## config.mk

```make
export PLATFORM = sky130hd
export DESIGN_NAME = instruction_fetch_unit_flat
export DESIGN_NICKNAME = d
export VERILOG_FILES = /design/src/rtl/instruction_fetch_unit_if.sv /design/src/rtl/instruction_fetch_unit.sv /design/src/flat_wrapper.sv
export SDC_FILE = /design/constraint.sdc
export NUM_CORES = 1
export LEC_CHECK = 0
export CAP_MARGIN = 40
export CORE_AREA = 2 2 112 114
export CTS_BUF_LIST = sky130_fd_sc_hd__clkbuf_8
export DETAILED_ROUTE_END_ITERATION = 10
export DIE_AREA = 0 0 114 116
export DONT_BUFFER_PORTS = 1
export GPL_TIMING_DRIVEN = 1
export PLACE_DENSITY = 0.8
export SYNTH_ARGS = -nofsm -noshare
export SYNTH_HDL_FRONTEND = slang
export SYNTH_SLANG_ARGS = --single-unit
```

## constraint.sdc

```tcl
create_clock -name clk -period 6 [get_ports clk]
set_input_delay 1.8 -clock clk [delete_from_list [all_inputs] [get_ports clk]]
set_output_delay 1.8 -clock clk [all_outputs]
set_load 0.005 [all_outputs]
```

## src/rtl/instruction_fetch_unit_if.sv

```systemverilog
// Fetch-stage bus: redirect/stall controls, instruction ROM port and IF/ID register outputs.
// master = fetch unit, slave = surrounding pipeline / ROM.
interface instruction_fetch_unit_if;
  logic        i_stall;
  logic        i_redirect_valid;
  logic [31:0] i_redirect_target;
  logic [31:0] i_instruction;
  logic [31:0] o_address;
  logic [31:0] o_ifid_instruction;
  logic [31:0] o_ifid_pc;
  logic [31:0] o_ifid_pc_plus4;
  logic        o_ifid_valid;
  logic        o_ifid_early_jump;
  logic        o_align_error;
  logic [31:0] o_fetch_count;

  modport master (
    input  i_stall, i_redirect_valid, i_redirect_target, i_instruction,
    output o_address, o_ifid_instruction, o_ifid_pc, o_ifid_pc_plus4,
           o_ifid_valid, o_ifid_early_jump, o_align_error, o_fetch_count
  );

  modport slave (
    output i_stall, i_redirect_valid, i_redirect_target, i_instruction,
    input  o_address, o_ifid_instruction, o_ifid_pc, o_ifid_pc_plus4,
           o_ifid_valid, o_ifid_early_jump, o_align_error, o_fetch_count
  );
endinterface

```

## src/rtl/instruction_fetch_unit.sv

```systemverilog
// MIPS fetch stage: PC register, IF/ID pipeline register, redirect/stall/flush and fetch counter.
// Optional macro FETCH_EARLY_JUMP_EN resolves J/JAL in fetch instead of waiting for a redirect.
module instruction_fetch_unit #(
  parameter logic [31:0] RESET_PC     = 32'h0040_0000,
  parameter logic [31:0] BUBBLE_INSTR = 32'h0000_0000
) (
  input  logic                      clk,
  input  logic                      rst,
  instruction_fetch_unit_if.master  bus
);
  localparam int unsigned XLEN = 32;

  logic [XLEN-1:0] r_pc;
  logic [XLEN-1:0] r_ifid_instruction;
  logic [XLEN-1:0] r_ifid_pc;
  logic [XLEN-1:0] r_ifid_pc_plus4;
  logic            r_ifid_valid;
  logic            r_ifid_early_jump;
  logic            r_align_error;
  logic [XLEN-1:0] r_fetch_count;

  logic [XLEN-1:0] w_pc_plus4;
  logic [XLEN-1:0] w_redirect_pc;
  logic [XLEN-1:0] w_seq_pc;
  logic            w_is_jump;

  assign w_pc_plus4    = r_pc + XLEN'(4);
  assign w_redirect_pc = {bus.i_redirect_target[XLEN-1:2], 2'b00};

`ifdef FETCH_EARLY_JUMP_EN
  // J (000010) and JAL (000011) differ only in opcode bit 26.
  assign w_is_jump = (bus.i_instruction[31:27] == 5'b00001);
  assign w_seq_pc  = w_is_jump ? {w_pc_plus4[31:28], bus.i_instruction[25:0], 2'b00}
                               : w_pc_plus4;
`else
  assign w_is_jump = 1'b0;
  assign w_seq_pc  = w_pc_plus4;
`endif

  // Priority: redirect > stall > sequential/early-jump fetch.
  always_ff @(posedge clk or posedge rst) begin
    if (rst) begin
      r_pc               <= RESET_PC;
      r_ifid_instruction <= BUBBLE_INSTR;
      r_ifid_pc          <= '0;
      r_ifid_pc_plus4    <= '0;
      r_ifid_valid       <= 1'b0;
      r_ifid_early_jump  <= 1'b0;
      r_align_error      <= 1'b0;
      r_fetch_count      <= '0;
    end else if (bus.i_redirect_valid) begin
      r_pc               <= w_redirect_pc;
      r_ifid_instruction <= BUBBLE_INSTR;
      r_ifid_valid       <= 1'b0;
      r_ifid_early_jump  <= 1'b0;
      r_align_error      <= |bus.i_redirect_target[1:0];
    end else if (bus.i_stall) begin
      r_align_error      <= 1'b0;
    end else begin
      r_pc               <= w_seq_pc;
      r_ifid_instruction <= bus.i_instruction;
      r_ifid_pc          <= r_pc;
      r_ifid_pc_plus4    <= w_pc_plus4;
      r_ifid_valid       <= 1'b1;
      r_ifid_early_jump  <= w_is_jump;
      r_align_error      <= 1'b0;
      r_fetch_count      <= r_fetch_count + XLEN'(1);
    end
  end

  assign bus.o_address          = r_pc;
  assign bus.o_ifid_instruction = r_ifid_instruction;
  assign bus.o_ifid_pc          = r_ifid_pc;
  assign bus.o_ifid_pc_plus4    = r_ifid_pc_plus4;
  assign bus.o_ifid_valid       = r_ifid_valid;
  assign bus.o_ifid_early_jump  = r_ifid_early_jump;
  assign bus.o_align_error      = r_align_error;
  assign bus.o_fetch_count      = r_fetch_count;
endmodule

```

## src/flat_wrapper.sv

```systemverilog
// flat-port wrapper written by rule: the top's interface ports become plain ports
module instruction_fetch_unit_flat 
#(
  parameter logic [31:0] RESET_PC     = 32'h0040_0000,
  parameter logic [31:0] BUBBLE_INSTR = 32'h0000_0000
)
  (clk, rst, bus_i_stall, bus_i_redirect_valid, bus_i_redirect_target, bus_i_instruction, bus_o_address, bus_o_ifid_instruction, bus_o_ifid_pc, bus_o_ifid_pc_plus4, bus_o_ifid_valid, bus_o_ifid_early_jump, bus_o_align_error, bus_o_fetch_count);
  instruction_fetch_unit_if bus_i ();
  input  logic clk;
  input  logic rst;
  input wire logic [$bits(bus_i.i_stall)-1:0] bus_i_stall;
  input wire logic [$bits(bus_i.i_redirect_valid)-1:0] bus_i_redirect_valid;
  input wire logic [$bits(bus_i.i_redirect_target)-1:0] bus_i_redirect_target;
  input wire logic [$bits(bus_i.i_instruction)-1:0] bus_i_instruction;
  output wire logic [$bits(bus_i.o_address)-1:0] bus_o_address;
  output wire logic [$bits(bus_i.o_ifid_instruction)-1:0] bus_o_ifid_instruction;
  output wire logic [$bits(bus_i.o_ifid_pc)-1:0] bus_o_ifid_pc;
  output wire logic [$bits(bus_i.o_ifid_pc_plus4)-1:0] bus_o_ifid_pc_plus4;
  output wire logic [$bits(bus_i.o_ifid_valid)-1:0] bus_o_ifid_valid;
  output wire logic [$bits(bus_i.o_ifid_early_jump)-1:0] bus_o_ifid_early_jump;
  output wire logic [$bits(bus_i.o_align_error)-1:0] bus_o_align_error;
  output wire logic [$bits(bus_i.o_fetch_count)-1:0] bus_o_fetch_count;
  assign bus_i.i_stall = bus_i_stall;
  assign bus_i.i_redirect_valid = bus_i_redirect_valid;
  assign bus_i.i_redirect_target = bus_i_redirect_target;
  assign bus_i.i_instruction = bus_i_instruction;
  assign bus_o_address = bus_i.o_address;
  assign bus_o_ifid_instruction = bus_i.o_ifid_instruction;
  assign bus_o_ifid_pc = bus_i.o_ifid_pc;
  assign bus_o_ifid_pc_plus4 = bus_i.o_ifid_pc_plus4;
  assign bus_o_ifid_valid = bus_i.o_ifid_valid;
  assign bus_o_ifid_early_jump = bus_i.o_ifid_early_jump;
  assign bus_o_align_error = bus_i.o_align_error;
  assign bus_o_fetch_count = bus_i.o_fetch_count;
  instruction_fetch_unit #(.RESET_PC(RESET_PC), .BUBBLE_INSTR(BUBBLE_INSTR)) u_core (.clk(clk), .rst(rst), .bus(bus_i));
endmodule
```

# Word level (Yosys, flattened, before mapping)
# Index checks and enable logic that the tools add are counted.
[classes]
muxes = 9
addsub = 2
n_bitwise = 2
reduce_logical = 2
eq_ne = 1
[ops]
columns = ["cell", "n"]
rows = [
  ["32-bit two-way mux", 4],
  ["32-bit by 1-bit adder with 32-bit output (second input constant)", 1],
  ["32-bit by 3-bit adder with 32-bit output (second input constant)", 1],
  ["1-bit two-way mux", 5],
  ["2-bit by 1-bit inequality test with 1-bit output (second input constant)", 1],
  ["1-bit NOT", 2],
  ["2-bit AND reduction", 1],
  ["2-bit OR reduction", 1],
]
[totals]
in_bits = 68
regBits = 163
output_inout_bits = 163

# Longest topological paths before layout
# Gate-level depths: netlist of the first run.
[logic_depth]
word_depth = 3
mapped_depth = 8

# Worst setup path after synthesis of the first run
# OpenSTA, ideal clock, no wires.
[synth_path]
path_type = "input to register"
start = "input port bus_i_stall"
end = "register u_core.r_fetch_count[25], in the netlist u_core.bus.o_fetch_count[25]"
slack_ns = 2.450
n_path_buf = 2
stages = 7
arrival_time_ns = 3.425
cell_sequence = "clkbuf_1 -> or2_2 -> or2_2 -> or4_4 -> buf_6 -> nand2b_1 -> xnor2_1"
[synth_via]
elab_chain_cells = 2
[synth_rtl]
columns = ["element", "line_no", "rtl"]
rows = [
  ["start, declared", "flat_wrapper.sv:11", "input wire logic [$bits(bus_i.i_stall)-1:0] bus_i_stall;"],
  ["1-bit NOT (no line)", "-", ""],
  ["2-bit AND reduction (no line)", "-", ""],
  ["end signal, assigned", "instruction_fetch_unit.sv:67", "r_fetch_count <= r_fetch_count + XLEN'(1);"],
  ["end, declared", "instruction_fetch_unit.sv:20", "logic [XLEN-1:0] r_fetch_count;"],
]
# No other way between the ends.
# A chain may end at the register's enable or synchronous reset.

# Worst setup path in the final report of the first run
[layout_path]
start = "input port bus_i_redirect_valid"
end = "register u_core.r_fetch_count[20], in the netlist u_core.bus.o_fetch_count[20]"
[layout_via]
elab_chain_cells = 2
[layout_rtl]
columns = ["element", "line_no", "rtl"]
rows = [
  ["start, declared", "flat_wrapper.sv:12", "input wire logic [$bits(bus_i.i_redirect_valid)-1:0] bus_i_redirect_valid;"],
  ["1-bit NOT (no line)", "-", ""],
  ["2-bit AND reduction (no line)", "-", ""],
]
# No other way between the ends.

==> flow_summary_export.csv, run 1 <==
group,metric,value,unit
sta,fin_crit,3.706,ns
place,dpl.hpwl,11230,um
setup_path,cp_data_required_time,6.33,ns
setup_path,path_buf_inv,0,
sta,fmax,269.8,MHz
route,routed.top_layer,"met4",
setup_path,crit_chain,"nor2_4, nand3_1, nor4_1, nand4_1, xnor2_1",
clocking,clk_path_buf_depth,2,
sta,hold_viol_final,0,
synthesis,synth_seq_area_share,55.02,%
synthesis,async_flop_share,100.0,%
place,port_buffers,0,
route,num_vias,5026,
synthesis,syn_area_per_cell,9.735,um2
power_and_ir_drop,total_power,2.283,mW
die,die-area,0.01322,mm2
die,coreArea,0.01191,mm2
sta,finalCritPeriodShare,61.77,%
power_and_ir_drop,p_comb_share,8.7,%
power_and_ir_drop,internal_power,1.621,mW
grt,track_usage,25.40,%
setup_path,cpMaxStageDelayCell,"nor4_1",
clocking,post_cts_buffers,0,
route,avgViaCountPerCell,5.817,
grt,antenna_found_initial,0,
clocking,insertion_delay,0.45,ns
synthesis,synth_edf_count,0,
min_path,holdCritPathClass,"register to register",
sta,fin_skew,0.007049,ns
power_and_ir_drop,clkPwrFrac,33.4,%
layout,drive_gt1_share,6.416,%
power_and_ir_drop,p_seq_share,57.8,%
grt,grt_max_degree,157,
route,remaining_drc_errors,0,
job,cap_violations,0,
clocking,clkSlewWorstSetupHoldPaths,0.08,ns
sta,finalSetupViolCount,0,
clocking,root_buffer,"clkbuf_8",
die,initial_utilization,59.58,%
die,num_rows,40,
setup_path,critPathMaxStageDelay,0.79,ns
die,ios,231,
sta,relSlewSlack,41.40,%
grt,overflow,0,
synthesis,ys_types,36,
power_and_ir_drop,p_leak,3.363,nW
clocking,cts_hold_buf,0,
route,wl,16320,um
clocking,cts.sinks,156,
route,ant_nets,0,
synthesis,yosys_register_bits,156,
power_and_ir_drop,power_density,304.7,mW/mm2
setup_path,arrival,4.04,ns
sta,worst_slack,2.294,ns
die,die_h,116,um
layout,syn_to_final_growth,5.589,%
clocking,cts_max_level,4,
place,place_congestion,0.8817,
layout,fin_nets,774,
route,wl_met3,1538,um
route,met1_length,6444,um
die,die_x,114,um
grt,grt_pass1_wl,25910,um
synthesis,yosysWarnings,0,
layout,num_antenna_cells,0,
sta,tightest_slew,0.8790,ns
power_and_ir_drop,ir_worst_vdd,0.1739,mV
sta,drv_slew,0,
power_and_ir_drop,switchingPower,0.6621,mW
route,drtIter0Drc,402,
grt,first_global_vias,5040,
clocking,cts_tree,"done",
setup_path,cp-end-kind,"register",
clocking,ctsResizeCount,0,
place,pre_cts_ws,1.922,ns
setup_path,path_delay_family,"simple AND/OR/NAND/NOR gates",
synthesis,synth_area,0.007097,mm2
sta,tns,0,ns
setup_path,crit_fanout,94,
power_and_ir_drop,swShare,29.00,%
outcome,status,"finished clean",
synthesis,syn_inst,729,
route,met2_length,7930,um
sta,rsz0062_at_grt,"no",
setup_path,startpoint_type,"primary input",
clocking,cts_made_buffers,17,
synthesis,synth_flop_cell,"dfrtp_1",
setup_path,crit_type,"primary input to register",
route,drtPass1Iterations,6,
route,routedWlPerCell,18.89,um
final cells by class:
class	count	area, um2
Clock inverter	15	148.9
Inverter	8	33.78
Tap cell	147	183.9
Timing Repair Buffer	1	20.02
Clock buffer	17	234.0
Sequential cell	156	3905
Fill cell	965	4418
Multi-Input combinational cell	520	2968
final timing paths:
| check | startpoint | to | slack (ns) | depth (start not counted) |
|---|---|---|---|---|
| min | u_core.bus.o_ifid_pc[10] | u_core.bus.o_ifid_pc[10] | 0.52 | 2 |
| min reg2reg | u_core.bus.o_ifid_pc[10] | u_core.bus.o_ifid_pc[10] | 0.52 | 2 |
| max reg2reg | u_core.bus.o_address[4] | u_core.bus.o_address[27] | 3.25 | 5 |
| max in group asynchronous | rst | u_core.bus.o_ifid_pc_plus4[4] | 3.92 | 2 |
| max | bus_i_redirect_valid | u_core.bus.o_fetch_count[20] | 2.29 | 5 |
| min in group asynchronous | rst | u_core.bus.o_ifid_pc_plus4[19] | 1.45 | 2 |
cells by family after synthesis:
kind of cell             share of synthesized area, %
XOR/XNOR                                        10.86
AO/OA/AOI/OAI                                   4.267
AND/OR/NAND/NOR                                 20.86
multiplexers                                    4.972
buffers and inverters                           3.614
flip-flops                                      55.02
other                                         0.05284
adder cells (fa/ha/maj)                        0.3526
layout by cell type, fill, tap and decap left out, drive strengths merged, types with 4 or more instances in the layout:
cell        n
nand2     172
dfrtp     155
xnor2      68
nor2       63
o21ai      58
mux2i      33
nand4      22
xor2       20
nand3      19
clkbuf     17
nor3       15
nor4       10
inv        10
and3        7
conb        7
clkinv      6
clkinvlp    5
and4        4
or2         4
worst register-to-register path: stages (launching register included):
cell	delay (ns)
dfrtp_1	0.55
and4_1	0.46
nand4_1	0.66
nor4b_1	0.57
xor2_1	0.13
mux2_2	0.27
Yosys cell counts (3+ instances only):
cell | n | area [um2]
buf_4 | 7 | 52.55
o21ai_0 | 58 | 290.3
nor3_1 | 14 | 70.07
inv_1 | 8 | 30.03
nor2b_1 | 3 | 18.77
nor2_1 | 63 | 236.5
nand4_1 | 20 | 125.1
nand3_1 | 19 | 95.09
xor2_1 | 20 | 175.2
clkbuf_1 | 40 | 150.1
xnor2_1 | 68 | 595.6
nand2_1 | 172 | 645.6
nor4_1 | 10 | 62.56
and4_1 | 4 | 35.03
dfrtp_1 | 155 | 3879
and3_1 | 7 | 43.79
or2_2 | 4 | 25.02
mux2i_1 | 33 | 330.3
power by group through the flow:
stage / combinational (mW) / clock (mW) / sequential [mW]
floorplan: 0.198 / 0 / 1.28
finish: 0.199 / 0.763 / 1.32
detailed placement: 0.202 / 0 / 1.34
global route: 0.236 / 0.808 / 1.34
CTS: 0.203 / 0.772 / 1.32
global placement: 0.192 / 0 / 1.34
state kept, by name (all words and copies together) (netlist names):
| name | count |
|---|---|
| u_core.bus.o_fetch_count | 32 |
| u_core.bus.o_ifid_instruction | 32 |
| u_core.bus.o_address | 30 |
| u_core.bus.o_ifid_pc | 30 |
| u_core.bus.o_ifid_pc_plus4 | 30 |
| u_core.bus.o_align_error | 1 |
| u_core.bus.o_ifid_valid | 1 |
stage by stage:
stage | hold WS (ns) | instances | util [%] | cell area (um2)
after floorplan | 0.4676 | 735 | - | 7123
after global placement | 0.4846 | 832 | 59.70 | 7111
after detailed placement | 0.4984 | 832 | 59.70 | 7111
after CTS | 0.5180 | 864 | 62.91 | 7493
after global routing | 0.5358 | 864 | 62.91 | 7493
final | 0.5153 | 864 | 62.91 | 7493
layer usage:
| layer | up-vias | GRT usage [%] |
|---|---|---|
| met5 | - | 0 |
| met4 | 0 | 10.89 |
| met3 | 40 | 9.153 |
| met2 | 242 | 40.63 |
| met1 | 2417 | 31.43 |
| li1 | 2327 | - |
(Power assumes the default switching activity.)
==> run 2, diff against run 1 <==
clock period = 3.12 ns   (was 6 ns; I/O delays follow)
==> run 2 against run 1 <==
- die area is the same
- clock skew increased by 0.0023 ns
- wire length is 2.4% higher
- hold slack worse by 0.015 ns
- first-iteration DRC count up 12%
- critical endpoint is now u_core.bus.o_fetch_count[31]
- via count rose by 0.80%
- count of clock-buffer cells in the layout up 1
- power increased by 95%
- sequential share of layout area shrank 0.38 points
- flip-flop and latch count did not move
- combinational power grew 98%
==> flow_summary_export.csv, run 2 (synthesized netlist as in run 1, its figures left out) <==
group,metric,value,unit
sta,finalSetupViolCount,0,
clocking,cts_max_level,4,
route,routedWlPerCell,19.24,um
clocking,clk_path_buf_depth,2,
die,num_rows,40,
place,port_buffers,0,
die,die_x,114,um
die,die-area,0.01322,mm2
clocking,cts.sinks,156,
place,dpl_cell_area,0.007156,mm2
min_path,holdCritPathClass,"register to register",
sta,finalCritPeriodShare,76.52,%
layout,fill_cells,962,
power_and_ir_drop,power_density,589.3,mW/mm2
place,dpl.hpwl,11350,um
layout,seqCellArea,0.003905,mm2
layout,multi_input_area,0.002968,mm2
setup_path,cpMaxStageDelayCell,"or4_4",
layout,layout_common_cells,"172 x nand2_1, 155 x dfrtp_1, 68 x xnor2_1, 62 x nor2_1, 58 x o21ai_0",
setup_path,rrSetupSlack,0.73,ns
grt,first_global_vias,5162,
sta,fin_crit,2.387,ns
layout,fin_nets,780,
grt,grt_pass1_wl,26540,um
layout,design_area,0.007548,mm2
place,place_congestion,0.8860,
setup_path,path_buf_inv,0,
route,num_vias,5066,
sta,tns,0,ns
die,die_h,116,um
sta,fmax,418.9,MHz
sta,hold_viol_final,0,
setup_path,startpoint_type,"register",
job,cap_violations,0,
sta,rsz0062_at_grt,"no",
setup_path,crit_chain,"nand4_2, or4_4, nor3_1, or4b_1, xnor2_1",
grt,antenna_found_initial,0,
die,ios,231,
layout,num_antenna_cells,0,
setup_path,crit_type,"register to register",
grt,grt_max_degree,157,
layout,syn_to_final_growth,6.365,%
layout,drive_gt1_share,7.064,%
power_and_ir_drop,ir_worst_vdd,0.2986,mV
clocking,root_buffer,"clkbuf_8",
setup_path,cp-end-kind,"register",
sta,fin_skew,0.009345,ns
clocking,cts_tree,"done",
sta,tightest_slew,0.8797,ns
grt,track_usage,25.65,%
clocking,ctsResizeCount,0,
route,remaining_drc_errors,0,
sta,holdWs,0.5007,ns
route,drtIter0Drc,450,
setup_path,crit_fanout,6,
clocking,cts_hold_buf,0,
clocking,post_cts_buffers,0,
clocking,insertion_delay,0.45,ns
die,coreArea,0.01191,mm2
route,avgViaCountPerCell,5.830,
outcome,status,"finished clean",
clocking,cts_made_buffers,17,
power_and_ir_drop,p_leak,3.400,nW
route,drtPass1Iterations,6,
die,initial_utilization,59.58,%
setup_path,path_delay_family,"simple AND/OR/NAND/NOR gates",
setup_path,critPathMaxStageDelay,0.61,ns
power_and_ir_drop,total_power,4.448,mW
sta,relSlewSlack,41.35,%
clocking,clkSlewWorstSetupHoldPaths,0.09,ns
layout,final_common_cell,"nand2_1",
sta,drv_slew,0,
setup_path,arrival,2.72,ns
route,ant_nets,0,
route,wl,16720,um
grt,overflow,0,
setup_path,cp_data_required_time,3.46,ns
==> run 2: layer usage <==
metal / routed length, um / global-route usage (%) / up-vias / part of all wire [%]
li1: - / - / 2343 / -
met1: 6570 / 30.31 / 2463 / 39
met2: 8204 / 42.34 / 238 / 49
met3: 1653 / 10.09 / 22 / 9.9
met4: 288 / 10.33 / 0 / 1.7
met5: 0 / 0 / - / 0
==> run 2: metrics by stage <==
step	cells	setup slack, ns	utilization (%)
after floorplan	735	0.2119	-
after global placement	838	0.6528	60.07
after detailed placement	838	0.6243	60.07
after CTS	869	0.7318	63.37
after global routing	869	0.5333	63.37
final	869	0.7327	63.37
==> run 2: area by class of cell <==
cell class	instances	share of cell area (%)
flip-flops and latches	156	51.73
multi-input cells	520	39.32
clock buffers	18	3.282
well taps	147	2.437
clock inverters	13	1.923
repair buffers	7	0.8619
inverters	8	0.4475
==> run 2: report_power, final <==
group / total [mW] / internal [mW] / switching [mW]
Combinational: 0.395 / 0.178 / 0.217
Sequential: 2.54 / 2.24 / 0.300
Clock: 1.52 / 0.734 / 0.781
==> run 2: final timing paths <==
check                           cells after the start                              to                    startpoint
worst min-delay path                                1    u_core.bus.o_fetch_count[31]  u_core.bus.o_fetch_count[31]
worst max-delay path                                5    u_core.bus.o_fetch_count[31]   u_core.bus.o_fetch_count[3]
min in group asynchronous                           2  u_core.bus.o_ifid_pc_plus4[19]                           rst
max in group asynchronous                           2  u_core.bus.o_ifid_pc_plus4[10]                           rst
worst max register to register                      5    u_core.bus.o_fetch_count[31]   u_core.bus.o_fetch_count[3]
worst min register to register                      1    u_core.bus.o_fetch_count[31]  u_core.bus.o_fetch_count[31]
==> run 2: worst reg2reg max path, cell delays in order, from the launching register on <==
cell and delay (ns):
dfrtp_1 0.52, nand4_2 0.25, or4_4 0.61, nor3_1 0.27, or4b_1 0.49, xnor2_1 0.14
==> run 3, diff against run 2 <==
PLACE_DENSITY = 0.77   (was 0.8)
clock period = 2.35 ns   (was 3.12 ns; I/O delays follow)
==> run 3 against run 2 <==
- fmax up 5.1%
- critical path depth unchanged
- sequential share of layout area fell by 2.0 points
- wire length is 0.45% lower
- utilization grew 2.5 points
- global-route usage is 0.52 points higher
- final area rose by 3.9%
- combinational power rose by 78%
- clock skew up 0.0035 ns
- non-clock buffer count rose by 31
- critical path type unchanged
- largest cell class unchanged
- highest routed layer unchanged
==> flow_summary_export.csv, run 3 (synthesized netlist as in run 1, its figures left out) <==
group,metric,value,unit
grt,antenna_found_initial,0,
sta,worst_slack,0.07835,ns
sta,fin_crit,2.272,ns
route,remaining_drc_errors,0,
clocking,clkSlewWorstSetupHoldPaths,0.09,ns
layout,design_area,0.007845,mm2
route,ant_nets,0,
layout,num_antenna_cells,0,
clocking,root_buffer,"clkbuf_8",
die,die_x,114,um
die,die-area,0.01322,mm2
sta,finalCritPeriodShare,96.67,%
power_and_ir_drop,ir_worst_vdd,0.4155,mV
layout,layout_common_cells,"172 x nand2_1, 155 x dfrtp_1, 68 x xnor2_1, 62 x nor2_1, 58 x o21ai_0",
sta,fin_skew,0.01284,ns
place,place_congestion,0.8831,
route,avgViaCountPerCell,5.738,
die,die_h,116,um
clocking,cts_max_level,4,
power_and_ir_drop,switchingPower,1.681,mW
route,wl,16640,um
place,dpl_cell_area,0.007428,mm2
die,coreArea,0.01191,mm2
grt,first_global_vias,5235,
power_and_ir_drop,internal_power,4.374,mW
power_and_ir_drop,total_power,6.055,mW
setup_path,crit_fanout,7,
power_and_ir_drop,p_seq_share,54.1,%
route,drtPass1Iterations,5,
setup_path,cp_data_required_time,2.73,ns
power_and_ir_drop,power_density,771.8,mW/mm2
sta,finalSetupViolCount,0,
die,initial_utilization,59.58,%
clocking,cts_tree,"done",
layout,syn_to_final_growth,10.54,%
power_and_ir_drop,p_leak,3.584,nW
layout,fin_nets,811,
clocking,cts.sinks,156,
clocking,cts_hold_buf,0,
job,cap_violations,0,
grt,overflow,0,
setup_path,startpoint_type,"register",
sta,drv_slew,0,
clocking,clk_path_buf_depth,2,
place,pre_cts_ws,0.09874,ns
setup_path,arrival,2.65,ns
route,num_vias,5170,
place,dpl.hpwl,11910,um
setup_path,cp-end-kind,"register",
clocking,insertion_delay,0.45,ns
sta,relSlewSlack,44.64,%
layout,drive_gt1_share,11.01,%
route,drtIter0Drc,370,
power_and_ir_drop,clkPwrFrac,34.2,%
power_and_ir_drop,swShare,27.76,%
outcome,status,"finished clean",
sta,holdWs,0.2306,ns
place,port_buffers,0,
die,num_rows,40,
layout,fin_util,65.86,%
sta,tightest_slew,0.8305,ns
route,routedWlPerCell,18.47,um
min_path,holdCritPathClass,"primary input to asynchronous set/reset pin",
die,ios,231,
grt,grt_pass1_wl,26700,um
grt,grt_max_degree,95,
power_and_ir_drop,p_comb_share,11.6,%
clocking,cts_made_buffers,17,
setup_path,crit_type,"register to register",
layout,final_common_cell,"nand2_1",
grt,track_usage,26.17,%
sta,fmax,440.2,MHz
sta,rsz0062_at_grt,"no",
sta,hold_viol_final,0,
run 3: changes by cell type in the layout (fill, tap and decap cells not counted), sizes merged:
cell    before  now
buf          7   38
bufinv       2    3
clkbuf      18   19
inv         10    9
run 3: path summary, 6_finish.rpt:
check	startpoint	to	slack (ns)	cells after the start
min reg2reg	u_core.bus.o_fetch_count[31]	u_core.bus.o_fetch_count[31]	0.50	1
max	u_core.bus.o_fetch_count[5]	u_core.bus.o_fetch_count[23]	0.08	5
min in group clk	bus_i_stall	u_core.bus.o_ifid_valid	0.37	1
min	rst	u_core.bus.o_ifid_pc_plus4[20]	0.23	1
max in group asynchronous	rst	u_core.bus.o_fetch_count[1]	1.53	2
max reg2reg	u_core.bus.o_fetch_count[5]	u_core.bus.o_fetch_count[23]	0.08	5
run 3: cell type report:
cell class | instances | area [um2]
clock buffers | 19 | 261.5
inverters | 8 | 33.78
multi-input cells | 520 | 2975
flip-flops and latches | 156 | 3905
well taps | 147 | 183.9
repair buffers | 38 | 335.3
clock inverters | 13 | 150.1
fillers | 954 | 4066
run 3: through the flow:
step	std cells	TNS [ns]
6_report	901	0
4_1_cts	901	0
5_1_grt	901	0
3_5_place_dp	869	0
2_1_floorplan	735	-50.70
3_3_place_gp	869	0
run 3: repair_timing:
action | CTS | global route
setup endpoints to repair | 0 | 1
gates resized for setup | 0 | 1
buffers inserted | 0 | 0
run 3: metal layers:
| layer | routed length [um] | global-route usage [%] | share of wire (%) |
|---|---|---|---|
| met5 | 0 | 0 | 0 |
| met3 | 1476 | 9.100 | 8.9 |
| met1 | 6707 | 32.79 | 40 |
| met2 | 8033 | 41.98 | 48 |
| met4 | 424 | 10.57 | 2.5 |
run 3: critical path, cell delays in order, from the launching register on:
cell and delay (ns):
dfrtp_1 0.44, nand4_2 0.19, or4_4 0.61, or4_4 0.57, nor3_4 0.21, xor2_1 0.18
run 3: power by group through the flow:
stage          combinational [mW]  clock (mW)  sequential [mW]
3_5_place_dp                0.711           0             3.33
3_3_place_gp                0.676           0             3.32
6_report                    0.704        2.07             3.28
2_1_floorplan               0.508           0             3.27
5_1_grt                     0.802        2.20             3.32
4_1_cts                     0.713        2.09             3.28
